===== config.mk =====
export PLATFORM = sky130hd
export DESIGN_NAME = fact_arb_flat
export DESIGN_NICKNAME = d
export VERILOG_FILES = /design/src/rtl/fact_arb_if.sv /design/src/rtl/fact_arb.sv /design/src/flat_wrapper.sv
export SDC_FILE = /design/constraint.sdc
export NUM_CORES = 1
export LEC_CHECK = 0
export ABC_AREA = 1
export CORE_AREA = 2 2 136 138
export CTS_CLUSTER_DIAMETER = 150
export CTS_CLUSTER_SIZE = 40
export DETAILED_ROUTE_END_ITERATION = 8
export DIE_AREA = 0 0 138 140
export GPL_TIMING_DRIVEN = 0
export PLACE_DENSITY = 0.86
export SLEW_MARGIN = 20
export SYNTH_ARGS = -nofsm -noshare
export SYNTH_HDL_FRONTEND = slang
export SYNTH_SLANG_ARGS = --single-unit

===== constraint.sdc =====
create_clock -name clk -period 2.6 [get_ports clk]
set_input_delay 0.26 -clock clk [delete_from_list [all_inputs] [get_ports clk]]
set_output_delay 0.26 -clock clk [all_outputs]
set_load 0.005 [all_outputs]

===== src/rtl/fact_arb_if.sv =====
// fact_arb_if: requester-side and engine-side signal bundle for fact_arb.
// slave  = the arbiter's view (drives grant/response and engine command).
// master = the surrounding environment's view (requesters plus engine).
interface fact_arb_if #(
    parameter int unsigned WIDTH = 32,
    parameter int unsigned NREQ  = 4
);
    // Requester side
    logic [NREQ-1:0]       req;
    logic [NREQ*WIDTH-1:0] req_n;
    logic [NREQ-1:0]       grant;
    logic [NREQ-1:0]       resp_valid;
    logic [WIDTH-1:0]      resp_nf;
    logic                  resp_err;

    // Engine side
    logic [WIDTH-1:0]      fact_n;
    logic                  fact_go;
    logic                  fact_done;
    logic                  fact_err;
    logic [WIDTH-1:0]      fact_nf;
    logic                  fact_abort;

    modport slave (
        input  req, req_n, fact_done, fact_err, fact_nf,
        output grant, resp_valid, resp_nf, resp_err, fact_n, fact_go, fact_abort
    );

    modport master (
        output req, req_n, fact_done, fact_err, fact_nf,
        input  grant, resp_valid, resp_nf, resp_err, fact_n, fact_go, fact_abort
    );
endinterface


===== src/rtl/fact_arb.sv =====
// fact_arb: round-robin arbiter/sequencer sharing one factorial engine
// among NREQ requesters. One request is outstanding at the engine at a time.
// Optional engine watchdog: define FACT_ARB_TIMEOUT_EN to enable the WAIT
// cycle counter and fact_abort; otherwise fact_abort stays 0.
module fact_arb #(
    parameter int unsigned WIDTH   = 32,
    parameter int unsigned NREQ    = 4,
    parameter int unsigned TIMEOUT = 1024
) (
    input logic       clk,
    input logic       rst,
    fact_arb_if.slave bus
);
    localparam int unsigned IDXW = (NREQ > 1) ? $clog2(NREQ) : 1;

    typedef enum logic [1:0] {IDLE, ISSUE, WAIT, RESP} state_t;

    if (NREQ < 2 || NREQ > 8 || TIMEOUT < 1) begin : g_param_check
        $error("fact_arb: NREQ must be 2..8 and TIMEOUT at least 1");
    end

    state_t           state;
    logic [IDXW-1:0]  rr;
    logic [IDXW-1:0]  win_idx;
    logic [NREQ-1:0]  grant_q;
    logic [NREQ-1:0]  resp_valid_q;
    logic [WIDTH-1:0] resp_nf_q;
    logic             resp_err_q;
    logic [WIDTH-1:0] fact_n_q;
    logic             fact_go_q;
    logic             fact_abort_q;

    logic [WIDTH-1:0] req_ops [NREQ];
    logic             pick_found;
    logic [IDXW-1:0]  pick_idx;
    logic [NREQ-1:0]  pick_onehot;
    logic [WIDTH-1:0] pick_n;
    logic [IDXW-1:0]  cand;
    logic             wait_expired;

    for (genvar i = 0; i < int'(NREQ); i++) begin : g_ops
        assign req_ops[i] = bus.req_n[i*WIDTH +: WIDTH];
    end

    // Round-robin pick: first asserted request at or after rr, wrapping.
    always_comb begin
        pick_found  = 1'b0;
        pick_idx    = '0;
        pick_onehot = '0;
        pick_n      = '0;
        cand        = '0;
        for (int unsigned k = 0; k < NREQ; k++) begin
            cand = IDXW'((32'(rr) + k) % NREQ);
            if (!pick_found && bus.req[cand]) begin
                pick_found        = 1'b1;
                pick_idx          = cand;
                pick_onehot[cand] = 1'b1;
                pick_n            = req_ops[cand];
            end
        end
    end

`ifdef FACT_ARB_TIMEOUT_EN
    localparam int unsigned CNTW = $clog2(TIMEOUT + 1);

    logic [CNTW-1:0] wait_cnt;

    // Expiry fires on the TIMEOUT-th WAIT cycle without done, so the count
    // would reach TIMEOUT at that edge; done in that same cycle still wins.
    assign wait_expired = (wait_cnt == CNTW'(TIMEOUT - 1));

    // WAIT-cycle watchdog counter, restarted for every issued operand.
    always_ff @(posedge clk) begin
        if (rst) begin
            wait_cnt <= '0;
        end else if (state == ISSUE) begin
            wait_cnt <= '0;
        end else if (state == WAIT && !bus.fact_done) begin
            wait_cnt <= wait_cnt + 1'b1;
        end
    end
`else
    assign wait_expired = 1'b0;
`endif

    // Arbiter/sequencer FSM with registered outputs.
    always_ff @(posedge clk) begin
        if (rst) begin
            state        <= IDLE;
            rr           <= '0;
            win_idx      <= '0;
            grant_q      <= '0;
            resp_valid_q <= '0;
            resp_nf_q    <= '0;
            resp_err_q   <= 1'b0;
            fact_n_q     <= '0;
            fact_go_q    <= 1'b0;
            fact_abort_q <= 1'b0;
        end else begin
            fact_go_q    <= 1'b0;
            resp_valid_q <= '0;
            fact_abort_q <= 1'b0;
            case (state)
                IDLE: begin
                    if (pick_found) begin
                        grant_q   <= pick_onehot;
                        win_idx   <= pick_idx;
                        fact_n_q  <= pick_n;
                        fact_go_q <= 1'b1;
                        state     <= ISSUE;
                    end
                end
                ISSUE: begin
                    state <= WAIT;
                end
                WAIT: begin
                    if (bus.fact_done) begin
                        resp_nf_q    <= bus.fact_nf;
                        resp_err_q   <= bus.fact_err;
                        resp_valid_q <= grant_q;
                        state        <= RESP;
                    end else if (wait_expired) begin
                        fact_abort_q <= 1'b1;
                        resp_nf_q    <= '0;
                        resp_err_q   <= 1'b1;
                        resp_valid_q <= grant_q;
                        state        <= RESP;
                    end
                end
                RESP: begin
                    grant_q <= '0;
                    rr      <= (win_idx == IDXW'(NREQ - 1)) ? '0 : win_idx + 1'b1;
                    state   <= IDLE;
                end
                default: state <= IDLE;
            endcase
        end
    end

    assign bus.grant      = grant_q;
    assign bus.resp_valid = resp_valid_q;
    assign bus.resp_nf    = resp_nf_q;
    assign bus.resp_err   = resp_err_q;
    assign bus.fact_n     = fact_n_q;
    assign bus.fact_go    = fact_go_q;
    assign bus.fact_abort = fact_abort_q;
endmodule


===== src/flat_wrapper.sv =====
// flat-port wrapper written by rule: the top's interface ports become plain ports
module fact_arb_flat 
#(
    parameter int unsigned WIDTH   = 32,
    parameter int unsigned NREQ    = 4,
    parameter int unsigned TIMEOUT = 1024
)
  (clk, rst, bus_req, bus_req_n, bus_fact_done, bus_fact_err, bus_fact_nf, bus_grant, bus_resp_valid, bus_resp_nf, bus_resp_err, bus_fact_n, bus_fact_go, bus_fact_abort);
  fact_arb_if #(.WIDTH(WIDTH), .NREQ(NREQ)) bus_i ();
  input logic clk;
  input logic rst;
  input wire logic [$bits(bus_i.req)-1:0] bus_req;
  input wire logic [$bits(bus_i.req_n)-1:0] bus_req_n;
  input wire logic [$bits(bus_i.fact_done)-1:0] bus_fact_done;
  input wire logic [$bits(bus_i.fact_err)-1:0] bus_fact_err;
  input wire logic [$bits(bus_i.fact_nf)-1:0] bus_fact_nf;
  output wire logic [$bits(bus_i.grant)-1:0] bus_grant;
  output wire logic [$bits(bus_i.resp_valid)-1:0] bus_resp_valid;
  output wire logic [$bits(bus_i.resp_nf)-1:0] bus_resp_nf;
  output wire logic [$bits(bus_i.resp_err)-1:0] bus_resp_err;
  output wire logic [$bits(bus_i.fact_n)-1:0] bus_fact_n;
  output wire logic [$bits(bus_i.fact_go)-1:0] bus_fact_go;
  output wire logic [$bits(bus_i.fact_abort)-1:0] bus_fact_abort;
  assign bus_i.req = bus_req;
  assign bus_i.req_n = bus_req_n;
  assign bus_i.fact_done = bus_fact_done;
  assign bus_i.fact_err = bus_fact_err;
  assign bus_i.fact_nf = bus_fact_nf;
  assign bus_grant = bus_i.grant;
  assign bus_resp_valid = bus_i.resp_valid;
  assign bus_resp_nf = bus_i.resp_nf;
  assign bus_resp_err = bus_i.resp_err;
  assign bus_fact_n = bus_i.fact_n;
  assign bus_fact_go = bus_i.fact_go;
  assign bus_fact_abort = bus_i.fact_abort;
  fact_arb #(.WIDTH(WIDTH), .NREQ(NREQ), .TIMEOUT(TIMEOUT)) u_core (.clk(clk), .rst(rst), .bus(bus_i));
endmodule

==> summary.md, run 1 <==
| Metric | Value |
|---|---|
| #FFs+latches synth | `80` |
| TritonCTS Sinks | `80` |
| Worst-margin pin slew | `~730 ps` |
| Dpl cell area | `just over 10000 sq um` |
| Most frequent cell after synthesis | `nand2_1` |
| Mux cell area share after synthesis | `0%` |
| Post-synth EDFFs | `0` |
| Fin. max-slew vios | `0` |
| Clock-pin transition on the worst setup and hold timing paths | `about 60 ps` |
| Hold Vio Cnt, Final | `0` |
| CP cell instances | `inv_4 > buf_12 > ha_1 > clkbuf_4 > inv_2 > nand3_1 > nand2_1 > nor2_2 > buf_4 > buf_6 > a21oi_1 > nand3_1 > nand2_1 > a21oi_1` |
| Fin util | `59.8%` |
| Post-synthesis compound-gate area fraction | `approximately 19%` |
| Die Ht | `roughly 140 um` |
| Die W | `around 140 um` |
| GRT overflow | `0` |
| Maximum clock frequency | `403 MHz` |
| Finish-stage setup viols | `0` |
| Layout cells sized above 1 | `approximately 7.3%` |
| Post-route insts no fill | `about 1900` |
| Placed Cells | `1865` |
| Flop pwr share | `roughly 20%` |
| Sequential cell area fraction in the yosys report | `between 20% and 30%` |
| Largest net degree at the start of global routing | `22` |
| Overall die area | `19300 sq um` |
| # DRC | `0` |
| Core area | `roughly 18000 sq um` |
| I/O pins | `243` |
| Vias | `approximately 10000` |
| WL per Instance | `~16 um` |
| CTS max path bufs | `2` |
| Initial antenna violation count | `0` |
| Root buf cell | `clkbuf_16` |
| Netlist Area Pre-Place | `~7500 sq um` |
| Final period util | `about 95%` |
| CTS tree | `yes` |
| Drt initial violations | `~1300` |
| Setup crit start kind | `flip-flop` |
| Post-route cell area | `10600 sq um` |
| Simple-gate share of the synthesized area | `42.9%` |
| LEAKAGE | `roughly 5.0 nW` |
| Status | `completed` |
| Crit path required time | `2810 ps` |
| Total GRT Usage | `approximately 30%` |
| Average size of a mapped cell | `around 5.4 sq um` |
| Final HPWL DP | `approximately 22000 um` |
| CTS Buf Count | `9` |
| Int Pwr | `4.91 mW` |
| Pre-antenna DRT Iters | `7` |
| Gp weighted congestion | `0.985` |
| Post-Syn Instances | `1396` |
| RSZ-0062 raised after global routing | `false` |
| Net switching power | `~4.4 mW` |
| Area growth syn-to-layout | `41.7%` |
| Post-DRT Antenna Nets | `0` |
| CP Buf/Inv Count | `6` |
| Final Critical Period | `around 2500 ps` |
| Area share of the largest cell type after synthesis | `21.4%` |
| Clk_lat worst skew | `between 300 and 400 ps` |
| Switching share of power | `a little under half` |
| Maximum VDD drop | `0.530 mV` |
| Worst Path Arrival | `between 2000 and 3000 ps` |
| Post-synthesis net count | `1575` |
| Overall routed net length | `roughly 31000 um` |
| H-tree levels | `3` |
| Synth Flop Type | `dfxtp_1` |
| Critical path's largest stage delay | `about 400 ps` |
| CP endpoint kind | `flip-flop` |
| Starting density of the core | `a little over two fifths` |
| Slowest cell on crit path | `dfxtp_4` |
| Inserted Diodes | `0` |
| Critical path class | `flip-flop to flip-flop` |
| Pwr dens | `~880 nW/um^2` |
| Worst-path fanout max | `21` |
| Via-per-instance ratio | `5.42` |
| HP Class | `primary input to flip-flop` |
| Slew HR | `51.2%` |
| Top cell family by delay on the critical path | `buffers and inverters` |
| XOR/XNOR Fraction of Synth Area | `0%` |
| Comb power frac | `roughly two thirds` |
| # nets final | `between 1500 and 2000` |
| Commonest cells in the netlist | `423 x nand2_1, 163 x nor2_1, 144 x inv_1, 143 x nand3_1, 138 x o21ai_0` |
| Main combinational cell family by area after synthesis | `simple AND/OR/NAND/NOR gates` |
| Max Cap Viol | `0` |
| Library cells used by synthesis | `29` |
| Clock power frac | `between 10% and 20%` |
| Area share of fa/ha/maj cells after synthesis | `under 10%` |
| Dominant cell type by area after synthesis | `dfxtp_1` |
| Setup TNS | `0 ps` |
| # rows | `between 40 and 50` |
| Synth warn | `0` |
| Top area cells in the synthesized netlist | `dfxtp_1 21%, nand2_1 21%, nand3_1 9.5%, o21ai_0 9.2%, nor2_1 8.2%` |
| Global-route wire length before repair | `48000 um` |
| Asr flop ratio synth | `0%` |
| Vias in the first global route | `between 9000 and 10000` |
| Port bufs | `240` |
| Skew final | `5.53 ps` |
-- routing by layer --
| metal | up-vias | GRT usage [%] | part of all wire (%) |
|---|---|---|---|
| met1 | 4406 | 36.8 | 38 |
| met5 | - | 0 | 0 |
| met4 | 0 | 15.4 | 5.4 |
| met2 | 724 | 49.2 | 45 |
| met3 | 153 | 7.35 | 12 |
| li1 | 4927 | - | - |
-- metrics by stage --
stage / hold slack (ps) / setup WS, ps / power (mW)
6_report: 331 / 120 / 9.33
5_1_grt: 365 / 18.1 / 9.97
4_1_cts: 331 / 4.26 / 9.06
3_5_place_dp: 445 / -879 / 7.59
3_3_place_gp: 440 / -759 / 7.48
2_1_floorplan: 426 / 84.9 / 5.40
-- cells by family (layout without fill, tap and decap cells) --
logic type,after synthesis,in the layout
and+or+nand+nor,772,772
AOI/OAI and AO/OA,285,285
buffers and inverters,247,506
DFF,80,80
adders and majority gates,11,11
other,1,1
-- state kept, by name (all words and copies together), names as in the netlist --
signal,cells
u_core.state,2
u_core.rr,2
u_core.bus.grant,4
u_core.bus.fact_go,1
u_core.win_idx,2
u_core.bus.resp_valid,4
u_core.bus.resp_nf,32
u_core.bus.fact_n,32
u_core.bus.resp_err,1
-- area by class of cell --
cell class / instances / area (sq um)
plain buffers: 96 / 577
multi-input cells: 1069 / 4810
clock buffers: 9 / 225
flip-flops and latches: 80 / 1610
repair buffers: 245 / 2440
well taps: 229 / 287
fillers: 1724 / 7150
clock inverters: 7 / 111
inverters: 149 / 564
-- worst paths after layout --
path	startpoint	endpoint	slack, ps	depth (start not counted)
hold / removal	rst	u_core.bus.fact_n[14]	330	2
hold reg to reg	u_core.bus.grant[1]	u_core.bus.resp_valid[1]	450	2
setup / recovery	u_core.rr[0]	u_core.bus.fact_n[21]	120	14
setup reg to reg	u_core.rr[0]	u_core.bus.fact_n[21]	120	14
-- power by group through the flow --
| stage | Clock [mW] | Sequential, mW | Combinational (mW) |
|---|---|---|---|
| final | 1.43 | 1.84 | 6.06 |
| after global routing | 1.49 | 1.89 | 6.59 |
| after CTS | 1.44 | 1.85 | 5.78 |
| after detailed placement | 0 | 1.87 | 5.72 |
| after global placement | 0 | 1.86 | 5.62 |
| after floorplan | 0 | 1.85 | 3.55 |
-- cells in the final DEF (no fill, tap or decap), types with 32 or more instances in the layout --
cell type        Yosys  routed
inv_1              144     143
nand3_1            143     143
a21oi_1             77      76
o21ai_0            138     138
nand2_1            423     421
nor2_1             163     163
clkdlybuf4s50_1      0     240
o21ai_1             64      64
clkbuf_1            40      32
dfxtp_1             80      78
-- repair_timing --
action                                  CTS  global route
endpoints found under the setup margin   41            38
resized for setup                        16            14
buffers inserted                          0             5
hold buffers                              0             0
pin swaps                                 0             0
No activity file was read; power rests on OpenSTA's default activity.
==> run 2, diff against run 1 <==
--- a/config.mk
+++ b/config.mk
@@ -13,6 +13,7 @@
 export DIE_AREA = 0 0 138 140
 export GPL_TIMING_DRIVEN = 0
 export PLACE_DENSITY = 0.86
+export RECOVER_POWER = 25
 export SLEW_MARGIN = 20
 export SYNTH_ARGS = -nofsm -noshare
 export SYNTH_HDL_FRONTEND = slang
==> run 2 against run 1 <==
Via count fell by 0.31%. Count of clock-buffer cells in the layout did not move. Design area barely moved. Highest routed layer unchanged.
==> summary.md, run 2 (synthesized netlist as in run 1, its figures left out) <==
| Metric | Value |
|---|---|
| Slew HR | `50.7% (-0.49 points)` |
| Met3 Routed Length | `3430 um (-5.0%)` |
| End point of the critical path | `u_core.bus.fact_n[23]` |
| WL per Instance | `16.3 um (about the same)` |
| # DRC | `0 (unchanged)` |
| Starting density of the core | `42.2% (unchanged)` |
| Final HPWL DP | `22400 um (unchanged)` |
| Post-route cell area | `10600 sq um (about the same)` |
| Crit path required time | `2810 ps (about the same)` |
| Core area | `17800 sq um (unchanged)` |
| Root buf cell | `clkbuf_16` |
| Max Used Layer | `met4` |
| Die W | `138 um (unchanged)` |
| LEAKAGE | `5.05 nW (+1.9%)` |
| Post-DRT Antenna Nets | `0 (unchanged)` |
| Critical path class | `flip-flop to flip-flop` |
| Die Ht | `140 um (unchanged)` |
| TritonCTS Sinks | `80 (unchanged)` |
| Drt initial violations | `1327 (+2.2%)` |
| Vias | `10200 (-0.31%)` |
| Worst setup startpoint | `u_core.rr[0]` |
| Max Cap Viol | `0 (unchanged)` |
| Metal-1 WL | `11900 um (+1.5%)` |
| Status | `completed` |
| CTS max path bufs | `2 (unchanged)` |
| Reg-to-reg endpoint | `u_core.bus.fact_n[23]` |
| Worst r2r src | `u_core.rr[0]` |
| Area growth syn-to-layout | `41.7% (about the same)` |
| Port bufs | `240 (unchanged)` |
| Initial antenna violation count | `0 (unchanged)` |
| CP endpoint kind | `flip-flop` |
| Overall die area | `19300 sq um (unchanged)` |
| Fin util | `59.8% (about the same)` |
| Pwr dens | `873 nW/um^2 (-0.63%)` |
| Worst-path fanout max | `21 (unchanged)` |
| Clock-pin transition on the worst setup and hold timing paths | `60 ps (about the same)` |
| Finish-stage setup viols | `0 (unchanged)` |
| Overall routed net length | `30700 um (about the same)` |
| Maximum VDD drop | `0.529 mV (-0.16%)` |
| H-tree levels | `3 (unchanged)` |
| Skew final | `6.22 ps (+0.690 ps)` |
| # rows | `49 (unchanged)` |
| Via-per-instance ratio | `5.40 (-0.31%)` |
| Vias in the first global route | `9603 (unchanged)` |
| R2R setup slack | `130 ps (about the same)` |
| CTS tree | `yes` |
| Fin. max-slew vios | `0 (unchanged)` |
| Final Critical Period | `2470 ps (-9.75 ps)` |
| Worst-margin pin slew | `740 ps (+7.32 ps)` |
| Setup crit start kind | `flip-flop` |
| Worst Reg2Reg Path Length in Cells | `14 (unchanged)` |
| HP Class | `primary input to flip-flop` |
| Clk_lat worst skew | `350 ps (about the same)` |
| Pre-antenna DRT Iters | `6 (-1)` |
| Layout cells sized above 1 | `7.25% (-0.060 points)` |
| Total GRT Usage | `30.0% (unchanged)` |
| Worst Path Arrival | `2680 ps (about the same)` |
| Commonest non-fill, non-tap cell in the layout | `nand2_1` |
| Gp weighted congestion | `0.985 (unchanged)` |
| Inserted Diodes | `0 (unchanged)` |
| CTS Buf Count | `9 (unchanged)` |
| Commonest non-fill, non-tap cells in the layout | `421 x nand2_1, 206 x clkdlybuf4s50_1, 163 x nor2_1` |
| Dpl cell area | `10200 sq um (unchanged)` |
| I/O pins | `243 (unchanged)` |
| Global-route wire length before repair | `48000 um (unchanged)` |
| # nets final | `1829 (unchanged)` |
| Hold Vio Cnt, Final | `0 (unchanged)` |
| Routed length on met2 | `13800 um (+0.38%)` |
| GRT overflow | `0 (unchanged)` |
| Final period util | `95.0% (-0.38 points)` |
| RSZ-0062 raised after global routing | `false` |
| Largest net degree at the start of global routing | `22 (unchanged)` |
| Maximum clock frequency | `405 MHz (+0.39%)` |
-- run 2: changes by cell type in the layout (fill, tap and decap cells not counted) --
cell             delta
dlygate4sd3_1      +34
clkbuf_1            +1
buf_4               -1
clkdlybuf4s50_1    -34
-- run 2: worst max-delay path: stages, from the launching register on --
cell and delay, ps:
dfxtp_4 400, inv_4 70, buf_12 160, ha_1 300, clkbuf_4 180, inv_2 100
nand3_1 80, nand2_1 170, nor2_2 70, buf_4 190, buf_6 170, a21oi_1 120
nand3_1 80, nand2_1 150, a21oi_1 80
-- run 2: per-stage QoR --
stage / setup WS, ps / hold slack, ps / cells / setup TNS (ps) / total power [mW]
floorplan: 84.9 / 426 / 1396 / 0 / 5.40
global placement: -759 / 440 / 1865 / -26320 / 7.48
detailed placement: -879 / 445 / 1865 / -30790 / 7.59
CTS: 4.26 / 331 / 1879 / 0 / 9.06
global route: 18.1 / 365 / 1884 / 0 / 9.91
finish: 130 / 333 / 1884 / 0 / 9.27
-- run 2: area by class of cell --
type                            instances  area [sq um]
Sequential cell                        80          1610
Multi-Input combinational cell       1069          4810
Timing Repair Buffer                  245          2440
Inverter                              149           564
Tap cell                              229           287
Clock buffer                            9           225
Buffer                                 96           573
Clock inverter                          7           111
Fill cell                            1726          7160
-- run 2: per-layer routing --
metal | vias up | GRT usage, %
met2 | 678 | 49.2
met4 | 0 | 15.4
met5 | - | 0
li1 | 4925 | -
met1 | 4426 | 36.8
met3 | 149 | 7.35
-- run 2: repair_timing --
| item | in CTS | in global routing |
|---|---|---|
| setup endpoints to repair | 41 | 38 |
| hold endpoints to repair | 0 | 0 |
| buffers inserted | 0 | 5 |
| hold buffers | 0 | 0 |
| gates resized for setup | 16 | 14 |
-- run 2: how the worst min path moves through the flow --
stage / depth (start not counted) / from / end
after floorplan: 2 / bus_fact_nf[0] / u_core.bus.resp_nf[0]
after global placement: 2 / u_core.bus.grant[0] / u_core.bus.resp_valid[0]
after detailed placement: 2 / u_core.bus.grant[0] / u_core.bus.resp_valid[0]
after CTS: 2 / rst / u_core.bus.fact_n[14]
after global routing: 2 / rst / u_core.bus.fact_n[11]
final: 2 / rst / u_core.bus.fact_n[14]
-- run 2: report_power, final --
group          internal (mW)  total (mW)  switching [mW]
clock                  0.861        1.43           0.566
combinational           2.38        6.01            3.63
sequential              1.61        1.84           0.228
==> run 3, diff against run 2 <==
--- a/config.mk
+++ b/config.mk
@@ -6,15 +6,14 @@
 export NUM_CORES = 1
 export LEC_CHECK = 0
 export ABC_AREA = 1
-export CORE_AREA = 2 2 136 138
+export CORE_AREA = 2 2 128 130
 export CTS_CLUSTER_DIAMETER = 150
 export CTS_CLUSTER_SIZE = 40
 export DETAILED_ROUTE_END_ITERATION = 8
-export DIE_AREA = 0 0 138 140
+export DIE_AREA = 0 0 130 132
 export GPL_TIMING_DRIVEN = 0
-export PLACE_DENSITY = 0.86
+export PLACE_DENSITY = 0.91
 export RECOVER_POWER = 25
-export SLEW_MARGIN = 20
 export SYNTH_ARGS = -nofsm -noshare
 export SYNTH_HDL_FRONTEND = slang
 export SYNTH_SLANG_ARGS = --single-unit
==> constraint.sdc (replaced) <==
create_clock -name clk -period 2.55 [get_ports clk]
set_input_delay 0.255 -clock clk [delete_from_list [all_inputs] [get_ports clk]]
set_output_delay 0.255 -clock clk [all_outputs]
set_load 0.005 [all_outputs]
==> run 3 against run 2 <==
Core utilization increased by 7.4 points. Fmax decreased by 1.7%. Sequential power increased by 2%. Flip-flop and latch count unchanged. Final cell count decreased by 0.85%. Worst setup slack got worse by 93 ps. Largest cell class unchanged. Largest power group unchanged.
==> summary.md, run 3 (synthesized netlist as in run 1, its figures left out) <==
| Metric | Value |
|---|---|
| Finish-stage setup viols | `0 (unchanged)` |
| Largest net degree at the start of global routing | `22 (unchanged)` |
| Fillers | `1401 (-19%)` |
| Initial antenna violation count | `0 (unchanged)` |
| Inserted Diodes | `0 (unchanged)` |
| Status | `completed` |
| Final HPWL DP | `21100 um (-5.8%)` |
| Slowest cell on crit path | `dfxtp_4` |
| Drt initial violations | `1143 (-14%)` |
| Clock-pin transition on the worst setup and hold timing paths | `70 ps (about the same)` |
| Critical path class | `flip-flop to flip-flop` |
| I/O pins | `243 (unchanged)` |
| Layout cells sized above 1 | `7.26% (+0.013 points)` |
| Port bufs | `240 (unchanged)` |
| # DRC | `0 (unchanged)` |
| GRT overflow | `0 (unchanged)` |
| Gp weighted congestion | `0.971 (-1.4%)` |
| Setup TNS | `0 ps (unchanged)` |
| Critical path's largest stage delay | `410 ps (about the same)` |
| Die W | `130 um (-5.8%)` |
| Pre-antenna DRT Iters | `6 (unchanged)` |
| Dpl cell area | `10200 sq um (-0.16%)` |
| CTS tree | `yes` |
| H-tree levels | `3 (unchanged)` |
| Register area | `1610 sq um (unchanged)` |
| Fin util | `67.1% (+7.4 points)` |
| HP Class | `primary input to flip-flop` |
| Starting density of the core | `47.7% (+5.5 points)` |
| Vias in the first global route | `9321 (-2.9%)` |
| Final Worst Setup Slack | `36.8 ps (-93.0 ps)` |
| Total GRT Usage | `32.1% (+2.1 points)` |
| Pwr dens | `873 nW/um^2 (about the same)` |
| Clk_lat worst skew | `360 ps (about the same)` |
| Crit path required time | `2770 ps (-40 ps)` |
| Vias | `10200 (-0.24%)` |
| Maximum VDD drop | `0.476 mV (-10%)` |
| Hold Vio Cnt, Final | `0 (unchanged)` |
| Pre-CTS WS | `-910 ps (-31.1 ps)` |
| Overall die area | `17200 sq um (-11%)` |
| Post-route cell area | `10600 sq um (-0.69%)` |
| Worst Path Arrival | `2730 ps (+50 ps)` |
| Fin. max-slew vios | `0 (unchanged)` |
| # nets final | `1826 (-0.16%)` |
| CP cell instances | `inv_4 > buf_12 > ha_1 > clkbuf_4 > inv_2 > buf_6 > clkbuf_2 > o21ai_0 > a21oi_1 > nand3_1 > nand2_1 > a21oi_1` |
| TritonCTS Sinks | `80 (unchanged)` |
| Cell repeated most along the worst path | `a21oi_1` |
| Overall routed net length | `28700 um (-6.7%)` |
| Via-per-instance ratio | `5.44 (+0.62%)` |
| Commonest non-fill, non-tap cell in the layout | `nand2_1` |
| Root buf cell | `clkbuf_16` |
| Maximum clock frequency | `398 MHz (-1.7%)` |
| Commonest non-fill, non-tap cells in the layout | `418 x nand2_1, 240 x clkdlybuf4s50_1, 163 x nor2_1` |
| WL per Instance | `15.4 um (-5.9%)` |
| Global-route wire length before repair | `44500 um (-7.2%)` |
| LEAKAGE | `4.91 nW (-2.9%)` |
| Slew HR | `55.1% (+4.4 points)` |
| # rows | `46 (-6.1%)` |
| Skew final | `12.2 ps (+5.94 ps)` |
| CP endpoint kind | `flip-flop` |
| Setup crit start kind | `flip-flop` |
| Die Ht | `132 um (-5.7%)` |
| Multi-input gate area | `4830 sq um (+0.31%)` |
| Hold-fix buffers, CTS | `0 (unchanged)` |
| Final period util | `98.6% (+3.5 points)` |
| Post-DRT Antenna Nets | `0 (unchanged)` |
| Final Critical Period | `2510 ps (+43.0 ps)` |
| CTS Buf Count | `9 (unchanged)` |
| Area growth syn-to-layout | `40.7%` |
| Core area | `15700 sq um (-12%)` |
| Worst-path fanout max | `21 (unchanged)` |
| Max Cap Viol | `0 (unchanged)` |
| CTS max path bufs | `2 (unchanged)` |
| Worst-margin pin slew | `674 ps (-66.1 ps)` |
[run 3: changes by cell type in the layout (fill, tap and decap cells not counted), moves of 2 or more]
cell,delta
inv_6,-2
dlygate4sd3_1,-34
clkinvlp_4,+3
nand2_1,-3
bufinv_16,-2
buf_4,-4
clkdlybuf4s50_1,+34
nand2_2,+4
[run 3: layout make-up]
type | instances | area share (%)
Sequential cell | 80 | 15.3
Clock inverter | 6 | 0.486
Buffer | 96 | 5.49
Inverter | 149 | 5.32
Clock buffer | 10 | 2.27
Multi-Input combinational cell | 1070 | 45.8
Timing Repair Buffer | 241 | 22.8
Tap cell | 216 | 2.56
[run 3: worst max-delay path, delay by kind of cell, from the launching register on]
kind / cells / cell delay [ps]
buffers and inverters: 6 / 970
AO/OA/AOI/OAI: 3 / 470
flip-flops: 1 / 410
adder cells (fa/ha/maj): 1 / 290
AND/OR/NAND/NOR: 2 / 250
[run 3: worst paths after layout]
kind | startpoint | to | slack (ps) | cells after the start
worst min register to register | u_core.bus.grant[2] | u_core.bus.resp_valid[2] | 450 | 2
worst max register to register | u_core.rr[0] | u_core.bus.fact_n[11] | 40 | 12
worst min-delay path | rst | u_core.bus.fact_n[12] | 300 | 2
worst max-delay path | u_core.rr[0] | u_core.bus.fact_n[11] | 40 | 12
[run 3: where the power goes]
part | total, mW | switching (mW) | internal [mW]
combinational | 6.04 | 3.56 | 2.48
clock | 1.29 | 0.593 | 0.699
sequential | 1.88 | 0.239 | 1.64
total | 9.21 | 4.39 | 4.81
[run 3: per-layer routing]
layer	wire length [um]	GRT usage (%)
met1	11000	39.0
met5	0	0
met3	3240	6.29
met4	1410	18.6
met2	13100	52.2
[run 3: through the flow]
step	instances	power (mW)	hold slack (ps)
2_1_floorplan	1396	5.51	421
3_3_place_gp	1852	7.51	436
3_5_place_dp	1852	7.61	452
4_1_cts	1866	8.96	308
5_1_grt	1868	9.85	358
6_report	1868	9.21	304
[run 3: repair_timing]
action | in CTS | in global routing
cloned | 0 | 1
setup endpoints to repair | 41 | 38
pin swaps | 0 | 1
resized for setup | 17 | 15
buffers inserted | 0 | 1
